$ cat config.mk
export PLATFORM = sky130hd
export DESIGN_NAME = im_fetch_ctrl
export DESIGN_NICKNAME = d
export VERILOG_FILES = /design/src/rtl/im_fetch_ctrl.sv
export SDC_FILE = /design/constraint.sdc
export NUM_CORES = 1
export LEC_CHECK = 0
export CORE_ASPECT_RATIO = 1.2
export CORE_UTILIZATION = 43
export CTS_CLUSTER_DIAMETER = 60
export DETAILED_ROUTE_END_ITERATION = 10
export MAX_ROUTING_LAYER = met4
export PLACE_DENSITY = 0.85
export REMOVE_ABC_BUFFERS = 1
export SETUP_SLACK_MARGIN = 0.02
export SLEW_MARGIN = 20
export SYNTH_ARGS = -nofsm -noshare
export SYNTH_HDL_FRONTEND = slang
export SYNTH_SLANG_ARGS = --single-unit
$ cat constraint.sdc
create_clock -name clk -period 2.4 [get_ports clk]
set_input_delay 0.36 -clock clk [delete_from_list [all_inputs] [get_ports clk]]
set_output_delay 0.36 -clock clk [all_outputs]
set_load 0.02 [all_outputs]
$ cat src/rtl/im_fetch_ctrl.sv
// im_fetch_ctrl: fetch-stage PC sequencer with redirect buffering and AdEL fetch checking.
// Optional FETCH_PERF_CNT_EN adds perf_fetch/perf_stall counters.
module im_fetch_ctrl #(
  parameter logic [31:0] RESET_PC   = 32'h0000_3000,
  parameter logic [31:0] HANDLER_PC = 32'h0000_4180,
  parameter int          IM_WORDS   = 4096
) (
  input  logic        clk,
  input  logic        reset,
  input  logic        stall,
  input  logic        br_take,
  input  logic [31:0] br_target,
  input  logic        exc_req,
  input  logic        eret_req,
  input  logic [31:0] epc,
  input  logic [31:0] instr_in,
  output logic [31:0] im_addr,
  output logic [31:0] pc_out,
  output logic [31:0] instr_out,
  output logic        fetch_valid,
  output logic        fetch_exc,
  output logic [4:0]  fetch_exccode
`ifdef FETCH_PERF_CNT_EN
  ,
  output logic [31:0] perf_fetch,
  output logic [31:0] perf_stall
`endif
);
  typedef enum logic {BOOT, RUN} state_t;
  localparam logic [31:0] LAST_PC = RESET_PC + 32'(4 * IM_WORDS) - 32'd4;
  state_t      r_state, w_state_nxt;
  logic [31:0] r_pc, w_pc_nxt, r_pend_pc, w_pend_pc_nxt;
  logic        r_pend_v, w_pend_v_nxt;
  logic        w_run, w_illegal;
  assign w_run     = r_state == RUN;
  assign w_illegal = (r_pc[1:0] != 2'b00) || (r_pc < RESET_PC) || (r_pc > LAST_PC);
  always_ff @(posedge clk or posedge reset)
    if (reset) begin
      r_state   <= BOOT;
      r_pc      <= RESET_PC;
      r_pend_v  <= 1'b0;
      r_pend_pc <= '0;
    end else begin
      r_state   <= w_state_nxt;
      r_pc      <= w_pc_nxt;
      r_pend_v  <= w_pend_v_nxt;
      r_pend_pc <= w_pend_pc_nxt;
    end
  // Flushes (exception, eret) beat stall; a redirect seen during stall waits in pend.
  always_comb begin
    w_state_nxt   = RUN;
    w_pc_nxt      = r_pc;
    w_pend_v_nxt  = r_pend_v;
    w_pend_pc_nxt = r_pend_pc;
    if (w_run) begin
      if (exc_req) begin
        w_pc_nxt     = HANDLER_PC;
        w_pend_v_nxt = 1'b0;
      end else if (eret_req) begin
        w_pc_nxt     = epc;
        w_pend_v_nxt = 1'b0;
      end else if (stall) begin
        w_pend_v_nxt  = r_pend_v | br_take;
        w_pend_pc_nxt = br_take ? br_target : r_pend_pc;
      end else if (br_take) begin
        w_pc_nxt     = br_target;
        w_pend_v_nxt = 1'b0;
      end else if (r_pend_v) begin
        w_pc_nxt     = r_pend_pc;
        w_pend_v_nxt = 1'b0;
      end else
        w_pc_nxt = r_pc + 32'd4;
    end
  end
  always_comb begin
    im_addr       = r_pc;
    pc_out        = r_pc;
    fetch_valid   = w_run & ~w_illegal;
    fetch_exc     = w_run & w_illegal;
    fetch_exccode = fetch_exc ? 5'd4 : 5'd0;
    instr_out     = fetch_valid ? instr_in : 32'd0;
  end
`ifdef FETCH_PERF_CNT_EN
  logic [31:0] r_perf_fetch, r_perf_stall;
  always_ff @(posedge clk or posedge reset)
    if (reset) begin
      r_perf_fetch <= '0;
      r_perf_stall <= '0;
    end else if (w_run) begin
      r_perf_fetch <= r_perf_fetch + 32'(fetch_valid & ~stall);
      r_perf_stall <= r_perf_stall + 32'(stall);
    end
  assign perf_fetch = r_perf_fetch;
  assign perf_stall = r_perf_stall;
`endif
endmodule

==> Yosys cells after proc, flatten, opt, wreduce, memory -nomap -nowiden <==
Cells that the tools add are included.
{ "totals": {"word_cells": 29, "ff_bits": 66, "output_inout_bits": 103, "inputBits": 102} }
{ "classes": {"bitwise": 6, "n_eq_ne": 1, "reduce_logical": 5, "add_sub_neg": 1, "order_cmp": 2, "muxes": 10} }
{ "op_table": {"columns": ["op", "n"], "rows": [
  ["two-way mux 32 bit", 6],
  ["adder 32 x 3 -> 32 bit (second input constant)", 1],
  ["greater-than comparator 32 x 15 -> 1 bit (second input constant)", 1],
  ["less-than comparator 32 x 14 -> 1 bit (second input constant)", 1],
  ["AND reduction 5 bit", 1],
  ["two-way mux 1 bit", 3],
  ["two-way mux 3 bit", 1],
  ["inequality test 3 x 1 -> 1 bit (second input constant)", 1],
  ["inverter 1 bit", 3],
  ["bitwise AND 1 bit", 2],
  ["logical OR 1 bit", 2],
  ["AND reduction 2 bit", 1],
  ["nonzero test 2 bit", 1],
  ["bitwise OR 1 bit", 1]
]} }

==> Logic depth before layout (Yosys ltp) <==
{ "logic_depth": {"word_depth": 6, "mapped_depth": 7} }

==> Worst setup path after synthesis <==
No wires, ideal clock.
{ "synth_timing": {"path_kind": "register to output", "start": "register r_pc[19] (netlist: im_addr[19])", "end": "output instr_out[22]", "required_ns": 2.040, "path_buffers": 2, "path_stages_with_launch": 7, "slack_ns": 0.034, "arrival_time_ns": 2.006, "path_cell_list": "dfrtp_1 -> buf_2 -> nor4_1 -> nand2_1 -> nor4_2 -> clkbuf_1 -> and2_1"} }
{ "synth_via": {"elab_chain_cells": 6, "elab_cells_between_ends": 7, "cone_classes": "order compare (2); mux (1); bitwise (2); reduce/logical (2)"} }
{ "synth_lines": {"columns": ["element", "line", "rtl"], "rows": [
  ["start: declaration", "32", "logic [31:0] r_pc, w_pc_nxt, r_pend_pc, w_pend_pc_nxt;"],
  ["start signal: assignment", "45", "r_pc <= w_pc_nxt;"],
  ["less-than comparator 32 x 14 -> 1 bit", "36", "assign w_illegal = (r_pc[1:0] != 2'b00) || (r_pc < RESET_PC) || (r_pc > LAST_PC);"],
  ["logical OR 1 bit", "36", null],
  ["logical OR 1 bit (*)", "36", null],
  ["inverter 1 bit (*)", "78", "fetch_valid = w_run & ~w_illegal;"],
  ["bitwise AND 1 bit (*)", "78", null],
  ["via fetch_valid", "20", "output logic fetch_valid,"],
  ["two-way mux 32 bit (*)", "81", "instr_out = fetch_valid ? instr_in : 32'd0;"],
  ["end: declaration", "19", "output logic [31:0] instr_out,"]
]} }
The timed path passes the listed nets; every way through them passes the cells marked *.

==> Final worst setup path <==
{ "layout_timing": {"start": "register r_pc[1] (netlist: im_addr[1])", "end": "output instr_out[3]"} }
{ "layout_via": {"elab_chain_cells": 6, "elab_cells_between_ends": 8, "cone_classes": "order compare (2); mux (1); bitwise (2); reduce/logical (3)"} }
{ "layout_lines": {"columns": ["element", "line"], "rows": [
  ["less-than comparator 32 x 14 -> 1 bit / nonzero test 2 bit (equally long branches)", "36"],
  ["logical OR 1 bit", "36"],
  ["logical OR 1 bit (*)", "36"],
  ["inverter 1 bit (*)", "78"],
  ["bitwise AND 1 bit (*)", "78"],
  ["two-way mux 32 bit (*)", "81"]
]} }
Every way passes the cells marked *; elsewhere a longest branch is shown, timed or not.

==> summary.md <==
| Metric | Value |
|---|---|
| Placed Area | `0.00681 mm^2` |
| Fin Setup TNS | `-1.40 ns` |
| I/O pins | `~210` |
| Max Root-Sink Buffers | `2` |
| Failing checks | `negative setup slack` |
| # rows | `40` |
| Kind of critical path | `reg -> out` |
| R2R depth | `6` |
| Largest family of logic cells by synthesized area | `compound AO/OA/AOI/OAI gates` |
| Fin. max-slew vios | `0` |
| Simple-Gate Fraction of Synth Area | `about a fifth` |
| CTS clk-pin slew, worst paths | `about 0.05 ns` |
| Initial Util | `between 40% and 50%` |
| Die height | `about 110 um` |
| Crit path time final | `2.46 ns` |
| Maximum clock rate | `0.407 GHz` |
| Antenna violations before repair | `0` |
| Net Sw Frac | `31.2%` |
| Placed Instances | `between 800 and 900` |
| HP Class | `in -> async` |
| Pint | `slightly below 3 mW` |
| Largest net degree at the start of global routing | `67` |
| Post-synthesis mux area share | `8.65%` |
| Post-DP HPWL | `about 13000 um` |
| Power Density | `587 mW/mm^2` |
| Origin of the critical flop-to-flop path | `im_addr[2]$_DFFE_PP0P_` |
| Xor/xnor share of the synthesized area | `2.14%` |
| Final total power | `approximately 4.3 mW` |
| Mean Syn Cell Area | `9.08 um^2` |
| Number of synthesized flops with an enable pin | `0` |
| CP max FO | `17` |
| Antenna Nets Post-Route | `0` |
| DRC | `0` |
| Hold_buf cts | `0` |
| Final Non-Filler Cells | `843` |
| Ant diodes | `0` |
| Root Driver | `clkbuf_16` |
| Post-synthesis register bit count | `66` |
| Run status | `finished, violations left` |
| Via density | `approximately 5.9` |
| Worst EP required | `approximately 2.0 ns` |
| Post-synthesis compound-gate area fraction | `between 20% and 30%` |
| Worst Setup End Kind | `output pin` |
| DR iter-0 viols | `about 430` |
| RR Endpoint | `im_addr[14]$_DFFE_PP0P_` |
| Vias | `4994` |
| Pleak | `around 3 nW` |
| Synth Warn # | `0` |
| Layout cells sized above 1 | `25.2%` |
| First-pass GRT wire length | `around 27000 um` |
| Pre-CTS setup slack | `-0.127 ns` |
| Htree depth | `3` |
| Final number of setup-violating endpoints | `32` |
| Nets@finish | `roughly 800` |
| Final instance area | `0.00734 mm^2` |
| Num CTS Buffers | `9` |
| Layout filler cell count | `729` |
| Worst-Skew Late Latency | `0.34 ns` |
| Clock power frac | `around 34%` |
| Endpoints failing hold | `0` |
| Cells after synthesis | `497` |
| CTS tree | `yes` |
| RSZ-0062 raised after global routing | `yes` |
| Sequential share of power | `about a third` |
| WL final | `17700 um` |
| Critical Path AT | `2.10 ns` |
| Fin Hold WS | `0.417 ns` |
| CP startpoint kind | `flop` |
| Total congestion overflow | `0` |
| Ys flop type | `dfrtp_1` |
| PnR worst setup slack | `-0.0596 ns` |
| Total Die Area | `0.0109 mm^2` |
| Drt first pass iters | `5` |
| Layout area overhead | `62.7%` |
| Max VDD drop | `around 0.53 mV` |
| Relative slew slack | `52.5%` |
| Psw | `around 1.3 mW` |
| Drt wl/cell | `21.0 um` |
| Seq/Total Area, Yosys | `a little under two fifths` |
| Critical path launch point | `im_addr[1]$_DFFE_PP0P_` |
| Mapped Area | `roughly 0.0045 mm^2` |
| Number of port buffers | `200` |
| Clock sinks | `66` |
| Adder-cell area share of the yosys netlist | `less than 1%` |
| Number of library cell types mapped by synthesis | `60` |
| Synth async-reset ratio | `between 90% and 100%` |
| Fin util | `between 70% and 80%` |
| Max Cap Violations | `0` |
| Worst R2R Setup Slack | `~0.27 ns` |
| Via count of the first global-routing pass | `a little over 5000` |
| Tot GR Track Use | `34.4%` |
| Worst-margin pin slew | `about 0.71 ns` |
| Comb pwr share | `roughly a third` |
| GPL Wtd Cong | `about 0.90` |
| Clock Skew | `around 0.0063 ns` |
| Die width | `between 90 and 100 um` |
| Final Cycle Share | `102%` |
| Core ar. | `roughly 0.01 mm^2` |
[layer usage]
layer / track usage, % / vias up / share of wire [%]
met2: 57.9 / 297 / 51
met5: - / - / 0
li1: - / 2239 / -
met3: 5.05 / 39 / 7.9
met1: 41.3 / 2419 / 38
met4: 13.4 / 0 / 3.0
[cells by family (layout without fill, tap and decap cells)]
kind of cell,Yosys count,count (layout)
buf+inv,83,300
compound gates,138,138
flops,66,66
other cells,2,5
xor+xnor,11,11
fa+ha+maj,1,1
mux,35,35
simple gates,161,161
[how the worst max path moves through the flow]
stage | end | slack, ns | cells past startpoint
finish | instr_out[3] | -0.06 | 8
global route | instr_out[6] | -0.18 | 8
CTS | instr_out[20] | -0.08 | 8
detailed placement | instr_out[15] | -0.13 | 7
global placement | instr_out[6] | -0.07 | 6
floorplan | instr_out[0] | -0.64 | 4
[power by group through the flow]
stage	combinational [mW]	clock, mW	sequential, mW
finish	1.40	1.46	1.45
detailed placement	1.35	0	1.45
global route	1.48	1.52	1.47
CTS	1.39	1.46	1.44
floorplan	0.390	0	1.64
global placement	1.33	0	1.44
[flip-flops by register name (all words and copies together) (netlist names)]
| signal | flops |
|---|---|
| im_addr | 32 |
| r_state | 1 |
| r_pend_v | 1 |
| r_pend_pc | 32 |
[worst max-delay path, stage by stage (launching register included)]
cell	delay, ns
dfrtp_1	0.38
nor3_2	0.21
buf_4	0.14
nand3_1	0.13
nor4_4	0.34
buf_4	0.17
buf_12	0.13
and2_1	0.15
buf_6	0.12
[cell usage after synthesis, drive strengths merged (5+ instances only)]
library cell	number	area (um^2)
nor4	8	71.3
o21ai	30	150
and2	35	219
xor2	5	43.8
mux2	32	360
inv	15	56.3
clkbuf	22	82.6
nor3	13	75.1
a31oi	8	50.1
o211ai	5	37.5
o221ai	12	105
nor2	24	92.6
a31o	8	70.1
a221o	6	60.1
a22oi	17	128
dfrtp	64	1600
nand3	14	75.1
xnor2	6	52.6
nand2	30	118
nand4	15	124
buf	45	323
o22ai	7	43.8
a221oi	5	43.8
a21oi	23	115
and3	5	31.3
[cells in the final DEF, fill, tap and decap left out, types with 8 or more instances in the layout]
cell type / Yosys / layout
clkdlybuf4s50_1: 0 / 165
nor2_1: 23 / 22
a21oi_1: 23 / 23
o21ai_1: 12 / 11
dfrtp_1: 64 / 64
buf_4: 37 / 63
and2_4: 0 / 20
and2_1: 35 / 15
a22oi_1: 17 / 17
inv_1: 15 / 14
buf_6: 1 / 33
nor3_1: 11 / 10
o221ai_1: 12 / 12
nand2_1: 28 / 27
nand4_1: 13 / 13
clkbuf_16: 0 / 10
a31oi_1: 8 / 8
mux2_2: 18 / 18
mux2_1: 14 / 14
nand3_1: 13 / 13
o21ai_0: 18 / 18
[layout make-up]
| cell class | instances | area, um^2 | share of cell area, % |
|---|---|---|---|
| multi-input combinational | 351 | 2510 | 34.3 |
| sequential | 66 | 1650 | 22.5 |
| inverter | 16 | 60.1 | 0.818 |
| clock buffer | 10 | 239 | 3.26 |
| timing repair buffer | 268 | 2620 | 35.8 |
| tap | 126 | 158 | 2.15 |
| clock inverter | 6 | 90.1 | 1.23 |
[timing repair]
| action | in CTS | in global routing |
|---|---|---|
| pin swaps | 18 | 2 |
| gates resized for setup | 225 | 8 |
| gates cloned | 2 | 0 |
| endpoints found under the setup margin | 35 | 35 |
| setup buffers | 3 | 2 |
Note: power is estimated with default switching activity, not from simulation.
